**src/rtl/parking_pkg.sv**
```systemverilog
`default_nettype none
// ============================================================================
// Module      : parking_pkg
// Description : Shared gate state encoding, default timing constants and the
//               vacancy-selection helper for the parking gate controller.
// Revision    : 1.0 - initial release
// ============================================================================
package parking_pkg;

    localparam int c_open_timeout  = 16;
    localparam int c_reject_cycles = 4;

    typedef enum logic [2:0] {
        ST_IDLE       = 3'd0,
        ST_CHECK      = 3'd1,
        ST_OPEN       = 3'd2,
        ST_REJECT     = 3'd3,
        ST_WAIT_CLEAR = 3'd4
    } gate_state_t;

    function automatic logic gate_has_vacancy(input logic uni,
                                              input logic vac_gen,
                                              input logic vac_uni);
        return uni ? vac_uni : vac_gen;
    endfunction

endpackage
`default_nettype wire

```
**src/rtl/parking_gate_ctrl_if.sv**
```systemverilog
`default_nettype none
// ============================================================================
// Module      : parking_gate_ctrl_if
// Description : Sensor, actuator and counter-event signals of the parking
//               gate controller. master = controller, slave = environment.
// Revision    : 1.0 - initial release
// ============================================================================
interface parking_gate_ctrl_if;

    logic entry_detect;
    logic entry_uni_badge;
    logic entry_passed;
    logic exit_detect;
    logic exit_uni_badge;
    logic exit_passed;
    logic is_vacated_space;
    logic uni_is_vacated_space;
    logic car_entered;
    logic is_uni_car_entered;
    logic car_exited;
    logic is_uni_car_exited;
    logic entry_barrier_open;
    logic exit_barrier_open;
    logic entry_reject;
    logic gate_timeout;

    modport master (
        input  entry_detect, entry_uni_badge, entry_passed,
        input  exit_detect, exit_uni_badge, exit_passed,
        input  is_vacated_space, uni_is_vacated_space,
        output car_entered, is_uni_car_entered, car_exited, is_uni_car_exited,
        output entry_barrier_open, exit_barrier_open, entry_reject, gate_timeout
    );

    modport slave (
        output entry_detect, entry_uni_badge, entry_passed,
        output exit_detect, exit_uni_badge, exit_passed,
        output is_vacated_space, uni_is_vacated_space,
        input  car_entered, is_uni_car_entered, car_exited, is_uni_car_exited,
        input  entry_barrier_open, exit_barrier_open, entry_reject, gate_timeout
    );

endinterface
`default_nettype wire

```
**src/rtl/parking_gate_fsm.sv**
```systemverilog
`default_nettype none
// ============================================================================
// Module      : parking_gate_fsm
// Description : One barrier sequencer (detect, vacancy check, open, reject,
//               wait for the car to leave the loop). Used for entry and exit.
// Revision    : 1.0 - initial release
// ============================================================================
module parking_gate_fsm
    import parking_pkg::*;
#(
    parameter bit CHECK_VACANCY = 1'b1,
    parameter int OPEN_TIMEOUT  = c_open_timeout,
    parameter int REJECT_CYCLES = c_reject_cycles
) (
    input  wire  clk,
    input  wire  rst,
    input  logic i_detect,
    input  logic i_badge,
    input  logic i_passed,
    input  logic i_vac_gen,
    input  logic i_vac_uni,
    output logic o_event,
    output logic o_event_uni,
    output logic o_timeout,
    output logic o_barrier_open,
    output logic o_reject
);

    localparam int c_tmr_max = (OPEN_TIMEOUT > REJECT_CYCLES) ? OPEN_TIMEOUT : REJECT_CYCLES;
    localparam int c_tmr_w   = $clog2(c_tmr_max + 1);
    localparam logic [c_tmr_w-1:0] c_open_last   = c_tmr_w'(OPEN_TIMEOUT - 1);
    localparam logic [c_tmr_w-1:0] c_reject_last = c_tmr_w'(REJECT_CYCLES - 1);

    gate_state_t        r_state;
    gate_state_t        w_next;
    logic [c_tmr_w-1:0] r_timer;
    logic               r_uni;
    logic               w_vacant;
    logic               w_barrier_nxt;
    logic               w_reject_nxt;

    // Exit side never refuses a car, so its vacancy inputs are ignored.
    assign w_vacant = (CHECK_VACANCY == 1'b0) || gate_has_vacancy(r_uni, i_vac_gen, i_vac_uni);

    always_ff @(posedge clk) begin
        if (rst) begin
            r_state        <= ST_IDLE;
            r_timer        <= '0;
            r_uni          <= 1'b0;
            o_barrier_open <= 1'b0;
            o_reject       <= 1'b0;
        end else begin
            r_state        <= w_next;
            o_barrier_open <= w_barrier_nxt;
            o_reject       <= w_reject_nxt;
            if (w_next != r_state) begin
                r_timer <= '0;
            end else if (r_state == ST_OPEN || r_state == ST_REJECT) begin
                r_timer <= r_timer + 1'b1;
            end
            if (r_state == ST_IDLE && i_detect) begin
                r_uni <= i_badge;
            end
        end
    end

    always_comb begin
        w_next = r_state;
        case (r_state)
            ST_IDLE:       if (i_detect) w_next = ST_CHECK;
            ST_CHECK:      w_next = w_vacant ? ST_OPEN : ST_REJECT;
            ST_OPEN:       if (i_passed || r_timer == c_open_last) w_next = ST_WAIT_CLEAR;
            ST_REJECT:     if (r_timer == c_reject_last) w_next = ST_WAIT_CLEAR;
            ST_WAIT_CLEAR: if (!i_detect) w_next = ST_IDLE;
            default:       w_next = ST_IDLE;
        endcase
    end

    // Level outputs are registered from the next state so they track the state exactly.
    always_comb begin
        w_barrier_nxt = (w_next == ST_OPEN);
        w_reject_nxt  = (w_next == ST_REJECT);
        o_event       = (r_state == ST_OPEN) && i_passed;
        o_event_uni   = o_event && r_uni;
        o_timeout     = (r_state == ST_OPEN) && !i_passed && (r_timer == c_open_last);
    end

endmodule
`default_nettype wire

```
**src/rtl/parking_gate_ctrl.sv**
```systemverilog
`default_nettype none
// ============================================================================
// Module      : parking_gate_ctrl
// Description : Entry/exit barrier controller with serialised event strobes
//               towards the parking space counter.
// Revision    : 1.0 - initial release
// ============================================================================
module parking_gate_ctrl
    import parking_pkg::*;
#(
    parameter int OPEN_TIMEOUT  = c_open_timeout,
    parameter int REJECT_CYCLES = c_reject_cycles
) (
    input  wire                 clk,
    input  wire                 rst,
    parking_gate_ctrl_if.master gate
);

    logic w_entry_evt, w_entry_uni, w_entry_to, w_entry_open, w_entry_reject;
    logic w_exit_evt, w_exit_uni, w_exit_to, w_exit_open, w_exit_reject_unused;

    logic r_car_entered, r_uni_entered;
    logic r_car_exited, r_uni_exited;
    logic r_timeout;
    logic r_pending, r_pending_uni;

    parking_gate_fsm #(
        .CHECK_VACANCY (1'b1),
        .OPEN_TIMEOUT  (OPEN_TIMEOUT),
        .REJECT_CYCLES (REJECT_CYCLES)
    ) u_entry (
        .clk            (clk),
        .rst            (rst),
        .i_detect       (gate.entry_detect),
        .i_badge        (gate.entry_uni_badge),
        .i_passed       (gate.entry_passed),
        .i_vac_gen      (gate.is_vacated_space),
        .i_vac_uni      (gate.uni_is_vacated_space),
        .o_event        (w_entry_evt),
        .o_event_uni    (w_entry_uni),
        .o_timeout      (w_entry_to),
        .o_barrier_open (w_entry_open),
        .o_reject       (w_entry_reject)
    );

    parking_gate_fsm #(
        .CHECK_VACANCY (1'b0),
        .OPEN_TIMEOUT  (OPEN_TIMEOUT),
        .REJECT_CYCLES (REJECT_CYCLES)
    ) u_exit (
        .clk            (clk),
        .rst            (rst),
        .i_detect       (gate.exit_detect),
        .i_badge        (gate.exit_uni_badge),
        .i_passed       (gate.exit_passed),
        .i_vac_gen      (1'b0),
        .i_vac_uni      (1'b0),
        .o_event        (w_exit_evt),
        .o_event_uni    (w_exit_uni),
        .o_timeout      (w_exit_to),
        .o_barrier_open (w_exit_open),
        .o_reject       (w_exit_reject_unused)
    );

    // Entry wins a collision; the exit event waits one cycle in the pending slot.
    always_ff @(posedge clk) begin
        if (rst) begin
            r_car_entered <= 1'b0;
            r_uni_entered <= 1'b0;
            r_car_exited  <= 1'b0;
            r_uni_exited  <= 1'b0;
            r_timeout     <= 1'b0;
            r_pending     <= 1'b0;
            r_pending_uni <= 1'b0;
        end else begin
            r_car_entered <= w_entry_evt;
            r_uni_entered <= w_entry_evt & w_entry_uni;
            r_timeout     <= w_entry_to | w_exit_to;
            if (w_entry_evt) begin
                r_car_exited <= 1'b0;
                r_uni_exited <= 1'b0;
                if (w_exit_evt && !r_pending) begin
                    r_pending     <= 1'b1;
                    r_pending_uni <= w_exit_uni;
                end
            end else if (r_pending) begin
                r_car_exited  <= 1'b1;
                r_uni_exited  <= r_pending_uni;
                r_pending     <= w_exit_evt;
                r_pending_uni <= w_exit_evt & w_exit_uni;
            end else begin
                r_car_exited <= w_exit_evt;
                r_uni_exited <= w_exit_evt & w_exit_uni;
            end
        end
    end

    assign gate.car_entered        = r_car_entered;
    assign gate.is_uni_car_entered = r_uni_entered;
    assign gate.car_exited         = r_car_exited;
    assign gate.is_uni_car_exited  = r_uni_exited;
    assign gate.entry_barrier_open = w_entry_open;
    assign gate.exit_barrier_open  = w_exit_open;
    assign gate.entry_reject       = w_entry_reject;
    assign gate.gate_timeout       = r_timeout;

endmodule
`default_nettype wire
```
**src/flat_wrapper.sv**
```systemverilog
// flat-port wrapper written by rule: the top's interface ports become plain ports
module parking_gate_ctrl_flat import parking_pkg::*;
#(
    parameter int OPEN_TIMEOUT  = c_open_timeout,
    parameter int REJECT_CYCLES = c_reject_cycles
)
  (clk, rst, gate_entry_detect, gate_entry_uni_badge, gate_entry_passed, gate_exit_detect, gate_exit_uni_badge, gate_exit_passed, gate_is_vacated_space, gate_uni_is_vacated_space, gate_car_entered, gate_is_uni_car_entered, gate_car_exited, gate_is_uni_car_exited, gate_entry_barrier_open, gate_exit_barrier_open, gate_entry_reject, gate_gate_timeout);
  parking_gate_ctrl_if gate_i ();
  input  wire clk;
  input  wire rst;
  input wire logic [$bits(gate_i.entry_detect)-1:0] gate_entry_detect;
  input wire logic [$bits(gate_i.entry_uni_badge)-1:0] gate_entry_uni_badge;
  input wire logic [$bits(gate_i.entry_passed)-1:0] gate_entry_passed;
  input wire logic [$bits(gate_i.exit_detect)-1:0] gate_exit_detect;
  input wire logic [$bits(gate_i.exit_uni_badge)-1:0] gate_exit_uni_badge;
  input wire logic [$bits(gate_i.exit_passed)-1:0] gate_exit_passed;
  input wire logic [$bits(gate_i.is_vacated_space)-1:0] gate_is_vacated_space;
  input wire logic [$bits(gate_i.uni_is_vacated_space)-1:0] gate_uni_is_vacated_space;
  output wire logic [$bits(gate_i.car_entered)-1:0] gate_car_entered;
  output wire logic [$bits(gate_i.is_uni_car_entered)-1:0] gate_is_uni_car_entered;
  output wire logic [$bits(gate_i.car_exited)-1:0] gate_car_exited;
  output wire logic [$bits(gate_i.is_uni_car_exited)-1:0] gate_is_uni_car_exited;
  output wire logic [$bits(gate_i.entry_barrier_open)-1:0] gate_entry_barrier_open;
  output wire logic [$bits(gate_i.exit_barrier_open)-1:0] gate_exit_barrier_open;
  output wire logic [$bits(gate_i.entry_reject)-1:0] gate_entry_reject;
  output wire logic [$bits(gate_i.gate_timeout)-1:0] gate_gate_timeout;
  assign gate_i.entry_detect = gate_entry_detect;
  assign gate_i.entry_uni_badge = gate_entry_uni_badge;
  assign gate_i.entry_passed = gate_entry_passed;
  assign gate_i.exit_detect = gate_exit_detect;
  assign gate_i.exit_uni_badge = gate_exit_uni_badge;
  assign gate_i.exit_passed = gate_exit_passed;
  assign gate_i.is_vacated_space = gate_is_vacated_space;
  assign gate_i.uni_is_vacated_space = gate_uni_is_vacated_space;
  assign gate_car_entered = gate_i.car_entered;
  assign gate_is_uni_car_entered = gate_i.is_uni_car_entered;
  assign gate_car_exited = gate_i.car_exited;
  assign gate_is_uni_car_exited = gate_i.is_uni_car_exited;
  assign gate_entry_barrier_open = gate_i.entry_barrier_open;
  assign gate_exit_barrier_open = gate_i.exit_barrier_open;
  assign gate_entry_reject = gate_i.entry_reject;
  assign gate_gate_timeout = gate_i.gate_timeout;
  parking_gate_ctrl #(.OPEN_TIMEOUT(OPEN_TIMEOUT), .REJECT_CYCLES(REJECT_CYCLES)) u_core (.clk(clk), .rst(rst), .gate(gate_i));
endmodule
```
**config.mk**
```make
export PLATFORM = sky130hd
export DESIGN_NAME = parking_gate_ctrl_flat
export DESIGN_NICKNAME = d
export VERILOG_FILES = /design/src/rtl/parking_pkg.sv /design/src/rtl/parking_gate_ctrl_if.sv /design/src/rtl/parking_gate_fsm.sv /design/src/rtl/parking_gate_ctrl.sv /design/src/flat_wrapper.sv
export SDC_FILE = /design/constraint.sdc
export NUM_CORES = 1
export LEC_CHECK = 0
export ABC_AREA = 1
export CAP_MARGIN = 20
export CORE_UTILIZATION = 30
export CTS_CLUSTER_DIAMETER = 50
export DETAILED_ROUTE_END_ITERATION = 16
export GPL_ROUTABILITY_DRIVEN = 0
export SYNTH_ARGS = -nofsm -noshare
export SYNTH_HDL_FRONTEND = slang
export SYNTH_SLANG_ARGS = --single-unit
```
**constraint.sdc**
```tcl
create_clock -name clk -period 2.9 [get_ports clk]
set_clock_uncertainty 0.1 [all_clocks]
set_input_delay 0.435 -clock clk [delete_from_list [all_inputs] [get_ports clk]]
set_output_delay 0.435 -clock clk [all_outputs]
set_load 0.03 [all_outputs]
```
# Yosys cells after proc, flatten, opt, wreduce, memory -nomap -nowiden
# Cells that the tools add are included.
# Widths: inputs -> output; s select.
# word_totals
register_bits	28
input_bits	10
output_inout_bits	8
word_cells	84
# op_classes
n_addsub	2
n_eq_ne	18
muxes	20
n_bitwise	3
reduce_logical	25
# ops
cell	n
$pmux 3 s5	2
$mux 3	8
$eq 3x2->1 const B	7
$logic_and 1x1->1	11
$add 5x1->5 const B	2
$eq 5x2->1 const B	2
$eq 5x4->1 const B	2
$mux 1	10
$eq 3x1->1 const B	2
$eq 3x3->1 const B	2
$logic_not 3->1	2
$ne 3x3->1	2
$reduce_or 2->1	3
$logic_or 1x1->1	4
$logic_not 1->1	3
$and 1x1->1	2
$ne 2x2->1 const B	1
$reduce_and 2->1	1
$reduce_bool 2->1	1
$or 1x1->1	1

# Longest topological paths before layout
# Gate-level depths: netlist of run 1.
# depth
word_depth	6
depth_mapped	11
ltp_nobuf	11

# Hierarchy
# From an unflattened synthesis of run 1, not the netlist that was laid out.
# hier_totals
hier_cells	205
area_unflattened_um2	1457.6
# modules_own_cells
module	n_inst	cells_each	area_each_um2
parking_gate_fsm (u_core.u_entry)	1	93	635.6
parking_gate_fsm (u_core.u_exit)	1	78	571.8
parking_gate_ctrl	1	34	250.2

# Worst setup path after synthesis of run 1
# OpenSTA, ideal clock, no wires.
# synth_path
kind	register -> register
from	reg u_core.u_entry.r_timer[0]
to	reg u_core.u_entry.r_timer[1]
setup_time_ns	0.073
arrival_ns	1.423
required_time_ns	2.727
setup_slack_ns	1.304
path_stages_with_launch	12
n_path_buf	0
cell_sequence	dfxtp_1 > ha_1 > inv_1 > nor2_1 > ha_1 > inv_1 > nand2_1 > nand3_1 > nand2_1 > nor2_2 > nand2_4 > nor3_2
# synth_via
elab_chain_len	6
word_cells_on_any_way	9
cone_classes	1 x add/sub; 3 x eq/ne; 3 x mux; 2 x reduce/logical
# synth_rtl
element	line_no	source
start: declaration	parking_gate_fsm.sv:36	logic [c_tmr_w-1:0] r_timer;
start signal: assignment	parking_gate_fsm.sv:59	r_timer <= r_timer + 1'b1;
$eq 5x4->1	parking_gate_fsm.sv:72	ST_OPEN: if (i_passed || r_timer == c_open_last) w_next = ST_WAIT_CLEAR;
$logic_or 1x1->1	parking_gate_fsm.sv:72	
$mux 3	parking_gate_fsm.sv:72	
$pmux 3 s5	parking_gate_fsm.sv:69	case (r_state)
$ne 3x3->1	parking_gate_fsm.sv:56	if (w_next != r_state) begin
$reduce_or 2->1 (no line)	-	
# Parallel ways exist; a longest one is shown, timed or not.
# A chain may end at the register's enable or synchronous reset.

# Final worst setup path of run 1
# layout_path
from	reg u_core.r_timeout (netlist: u_core.gate.gate_timeout)
to	out gate_gate_timeout
# layout_lines
element	line_no	source
start: declaration	parking_gate_ctrl.sv:24	logic r_timeout;
start signal: assignment	parking_gate_ctrl.sv:78	r_timeout <= w_entry_to | w_exit_to;
end: declaration	flat_wrapper.sv:26	output wire logic [$bits(gate_i.gate_timeout)-1:0] gate_gate_timeout;
# No word-level cell between the ends.

==> flow_metrics.env, run 1 <==
export IMPL_total_power_uw=852
export IMPL_period_share=0.620
export IMPL_cp_end_kind="output pin"
export IMPL_rsz0062_at_grt="false"
export IMPL_post_cts_resize_count=0
export IMPL_rrSetupSlack_ps=1190
export IMPL_grt_pass1_wl_um=4170
export IMPL_grt_pass1_vias=990
export IMPL_place_area_sq_um=1630
export IMPL_syn_area_per_cell_sq_um=7.30
export IMPL_maxSlewViolCount=0
export IMPL_yosysTopAreaCell="dfxtp_1"
export IMPL_vias_per_cell=4.29
export IMPL_diodes=0
export IMPL_dp_hpwl_um=1840
export IMPL_netlist_instances=191
export IMPL_crit_fanout=1
export IMPL_synth_area_leaders="dfxtp_1 40%, nand2_1 9.7%, inv_1 8.1%, nor2_1 6.7%, nand3_1 4.3%"
export IMPL_wire_per_inst_um=9.18
export IMPL_tightest_slew_ps=304
export IMPL_slowest_delay_ps=660
export IMPL_cp_top_family="buffers and inverters"
export IMPL_clockBufferDepth=2
export IMPL_final_cells=264
export IMPL_yosysWarnings=0
export IMPL_cts_setup_buffers=0
export IMPL_p_per_area_nw_per_um2=500
export IMPL_max_freq_ghz=0.556
export IMPL_core_sq_um=4410
export IMPL_cap_violations=0
export IMPL_timing_rr_end="u_core.u_entry.r_timer[4]"
export IMPL_crit_required_ps=2370
export IMPL_placed_cells=260
export IMPL_nets=227
export IMPL_port_buffers=17
export IMPL_antenna_found_initial=0
export IMPL_clk_latency_ps=270
export IMPL_grt_max_degree=17
export IMPL_fin_area_sq_um=1710
export IMPL_layout_common_cells="36 x nand2_1, 30 x inv_1, 28 x dfxtp_1, 25 x nor2_1, 17 x clkdlybuf4s50_1"
export IMPL_grt_overflow=0
export IMPL_die_area_sq_um=4930
export IMPL_r2r_start="u_core.u_entry.r_timer[0]"
export IMPL_leakagePower_nw=0.705
export IMPL_holdCritPathClass="flip-flop to flip-flop"
export IMPL_first_pass_iters=4
export IMPL_syn_cell_area_sq_um=1400
export IMPL_dp_slack_ps=1060
export IMPL_rows=24
export IMPL_fin_crit_ps=1800
export IMPL_num_io_pins=18
export IMPL_final_common_cell="nand2_1"
export IMPL_cts_hold_buffers_added=0
export IMPL_clk_pin_slew_worst_paths_ps=100
export IMPL_fin_util=0.386
export IMPL_arrival_ps=1260
export IMPL_worst_slack_ps=1100
export IMPL_synth_nets=205
export IMPL_crit_path_top_delay_cell="clkdlybuf4s50_1"
export IMPL_worstHoldEndpoint="u_core.gate.is_uni_car_exited"
export IMPL_path_cells="clkdlybuf4s50_1"
export IMPL_ant_nets=0
export IMPL_reg2reg_depth=11
export IMPL_fin_setup_tns_ps=0
export IMPL_crit_type="flip-flop to output pin"
export IMPL_synth_seq_cells=28
export IMPL_track_usage=0.103
export IMPL_clkSinkCount=28
export IMPL_numCtsBuffers=3
export IMPL_root_buffer="clkbuf_8"
export IMPL_h_tree_depth=1
export IMPL_finalWirelength_um=2420
export IMPL_crit_buf_inv=1
export IMPL_start_kind="flip-flop"
export IMPL_vdd_drop_max_mv=0.262
export IMPL_seq_area_frac_synth=0.402
export IMPL_vias=1132
export IMPL_start_util=0.316
export IMPL_die_w_um=70.2
export IMPL_drc=0
export IMPL_finalHoldViolations=0
export IMPL_synth_top_area_frac=0.402
export IMPL_setup_viol=0
export IMPL_die_h_um=70.2
export IMPL_drt_iter0_drc=80
export IMPL_slew_headroom=0.797
export IMPL_drive_gt1_frac=0.142
export IMPL_yosysUniqueCellTypes=26
export IMPL_whs_path_depth=2
export IMPL_min_from="u_core.r_pending_uni"
export IMPL_status="finished, final reports clean"
export IMPL_hold_slack_ps=367
export IMPL_area_growth_pct=22.2
export IMPL_cts_tree="yes"
export IMPL_cp_num_cells=1
## power by group
| group | internal [mW] | switching (mW) |
|---|---|---|
| clock | 0.185 | 0.118 |
| combinational | 0.0522 | 0.0847 |
| sequential | 0.400 | 0.0128 |
| total | 0.637 | 0.215 |
## cell type report
cell class	count	area, sq um
Timing Repair Buffer	18	178
Sequential cell	28	561
Fill cell	454	2710
Multi-Input combinational cell	128	703
Inverter	34	128
Tap cell	52	65.1
Clock inverter	1	30.0
Clock buffer	3	41.3
## cell usage after synthesis, drive strengths merged
cell	n
xor2	5
and3	1
o21bai	1
dfxtp	28
or2	2
a21oi	9
inv	34
a31oi	2
nor2	31
o21ai	4
nand2	43
clkbuf	1
nor3	8
nand3	13
mux2	1
ha	4
xnor2	1
nand4	3
## registers in the layout (all words and copies together) (netlist names), 3 cells and up
signal,count
u_core.u_exit.r_state,3
u_core.u_entry.r_timer,5
u_core.u_exit.r_timer,5
u_core.u_entry.r_state,3
## worst min-delay path: stages (launching register included)
cell and delay [ps]:
dfxtp_1 320, nand2_1 60, a21oi_1 50
## how the worst max path moves through the flow
stage                                    from                        end
global route        u_core.u_entry.r_timer[0]  u_core.u_entry.r_timer[2]
global placement                          rst   u_core.u_exit.r_timer[2]
finish               u_core.gate.gate_timeout          gate_gate_timeout
detailed placement                        rst   u_core.u_exit.r_timer[2]
floorplan           u_core.u_entry.r_timer[0]  u_core.u_entry.r_timer[1]
CTS                  u_core.gate.gate_timeout          gate_gate_timeout
## routing by layer
metal / wire length (um) / global-route usage
met1: 1320 / 0.143
met2: 1020 / 0.157
met3: 76 / 0.0317
met4: 8 / 0.0222
met5: 0 / 0
## cells by family (layout without fill, tap and decap cells)
family                     count (synthesis)  after routing  share of synthesized area
adders and majority gates                  4              4                     0.0359
and+or+nand+nor                          101            101                      0.361
buffers and inverters                     35             56                     0.0942
DFF                                       28             28                      0.402
xor gates and xnor gates                   6              6                     0.0377
AOI/OAI and AO/OA                         16             16                     0.0610
muxes                                      1              1                    0.00807
Power figures use the tool's default switching activity.
==> run 2: changes to the inputs <==
==> constraint.sdc (replaced) <==
create_clock -name clk -period 1.45 [get_ports clk]
set_clock_uncertainty 0.1 [all_clocks]
set_input_delay 0.2175 -clock clk [delete_from_list [all_inputs] [get_ports clk]]
set_output_delay 0.2175 -clock clk [all_outputs]
set_load 0.03 [all_outputs]
==> flow_metrics.env, run 2 (synthesis results as in run 1) <==
export IMPL_cap_violations=0
export IMPL_wire_per_inst_um=9.89
export IMPL_dp_slack_ps=-110
export IMPL_numCtsBuffers=3
export IMPL_arrival_ps=1680
export IMPL_clockBufferDepth=2
export IMPL_nets=250
export IMPL_place_area_sq_um=1790
export IMPL_crit_type="flip-flop to flip-flop"
export IMPL_diodes=0
export IMPL_rows=24
export IMPL_clkSinkCount=28
export IMPL_drt_iter0_drc=32
export IMPL_h_tree_depth=1
export IMPL_crit_fanout=5
export IMPL_grt_pass1_wl_um=4990
export IMPL_p_per_area_nw_per_um2=902
export IMPL_fin_area_sq_um=1990
export IMPL_cts_hold_buffers_added=0
export IMPL_leakagePower_nw=0.862
export IMPL_track_usage=0.129
export IMPL_root_buffer="clkbuf_8"
export IMPL_crit_required_ps=1560
export IMPL_clk_pin_slew_worst_paths_ps=100
export IMPL_maxSlewViolCount=0
export IMPL_max_freq_ghz=0.636
export IMPL_num_io_pins=18
export IMPL_grt_max_degree=17
export IMPL_fin_util=0.451
export IMPL_start_kind="flip-flop"
export IMPL_crit_path_top_delay_cell="dfxtp_2"
export IMPL_worst_slack_ps=-122
export IMPL_final_common_cell="nand2_1"
export IMPL_total_power_mw=1.80
export IMPL_first_pass_iters=4
export IMPL_dp_hpwl_um=2080
export IMPL_fin_setup_tns_ps=-539
export IMPL_grtUsageMet1=0.157
export IMPL_grt_pass1_vias=1220
export IMPL_violations="negative setup slack"
export IMPL_finalHoldViolations=0
export IMPL_slew_headroom=0.803
export IMPL_final_cells=287
export IMPL_vias_per_cell=4.39
export IMPL_placed_cells=278
export IMPL_port_buffers=17
export IMPL_period_share=1.08
export IMPL_holdCritPathClass="flip-flop to flip-flop"
export IMPL_cp_end_kind="flip-flop"
export IMPL_die_w_um=70.2
export IMPL_cts_tree="yes"
export IMPL_hold_slack_ps=360
export IMPL_path_cells="ha_4 -> inv_2 -> nor2_2 -> ha_2 -> inv_2 -> nand2_2 -> nand3_4 -> nand2_4 -> nor2_4 -> nand2_4 -> nor3_2"
export IMPL_busiest_layer="met2"
export IMPL_layout_common_cells="31 x nand2_1, 27 x inv_1, 24 x buf_4, 22 x dfxtp_1, 17 x nor2_1"
export IMPL_antenna_found_initial=0
export IMPL_grtUsageMet3=0.0173
export IMPL_drive_gt1_frac=0.349
export IMPL_core_sq_um=4410
export IMPL_top_regs="u_core.u_entry.r_timer x5, u_core.u_exit.r_timer x5"
export IMPL_vdd_drop_max_mv=0.375
export IMPL_use_met2=0.217
export IMPL_status="complete, but fails checks"
export IMPL_tightest_slew_ps=297
export IMPL_die_h_um=70.2
export IMPL_slowest_delay_ps=350
export IMPL_fin_crit_ps=1570
export IMPL_ant_nets=0
export IMPL_finalWirelength_um=2840
export IMPL_rsz0062_at_grt="true"
export IMPL_setup_viol=11
export IMPL_die_area_sq_um=4930
export IMPL_drc=0
export IMPL_area_growth_pct=42.7
export IMPL_n_fill_cell=450
export IMPL_grt_overflow=0
export IMPL_clk_latency_ps=280
export IMPL_vias=1259
export IMPL_start_util=0.316
==> run 2: cell count changes in the layout (fill, tap and decap cells not counted), sizes merged <==
cell	before	now
dlygate4sd2	0	8
buf	1	24
clkdlybuf4s50	17	9
==> run 2: power breakdown <==
part / total, mW / internal [mW] / switching (mW)
combinational: 0.339 / 0.143 / 0.196
sequential: 0.830 / 0.802 / 0.0285
clock: 0.627 / 0.370 / 0.257
==> run 2: critical path, delay by kind of cell (launching register included) <==
kind          cells  cell delay [ps]
fa+ha+maj         2              330
buf+inv           2              110
flops             1              350
simple gates      7              630
==> run 2: repair_timing <==
| action | 4_1_cts | 5_1_grt |
|---|---|---|
| setup endpoints to repair | 19 | 17 |
| endpoints found under the hold margin | 0 | 0 |
| pin swaps | 10 | 6 |
| buffers inserted | 3 | 3 |
| resized for setup | 18 | 19 |
==> run 2: final timing paths <==
check,depth (start not counted),to,start,slack (ps)
worst max-delay path,11,u_core.u_entry.r_timer[4],u_core.u_entry.r_timer[1],-120
worst min-delay path,2,u_core.u_exit.r_uni,u_core.u_exit.r_uni,360
worst max register to register,11,u_core.u_entry.r_timer[4],u_core.u_entry.r_timer[1],-120
worst min register to register,2,u_core.u_exit.r_uni,u_core.u_exit.r_uni,360
==> run 2: cell type report <==
class,instances,area (sq um),area share
inverter,34,128,0.0641
sequential,28,568,0.285
tap,52,65.1,0.0327
clock inverter,1,30.0,0.0151
timing repair buffer,41,340,0.171
multi-input combinational,128,818,0.411
clock buffer,3,41.3,0.0207
==> run 2: layer usage <==
layer	wire [um]	vias up
li1	-	683
met1	1420	553
met2	1270	18
met3	69	5
met4	73	0
met5	0	-
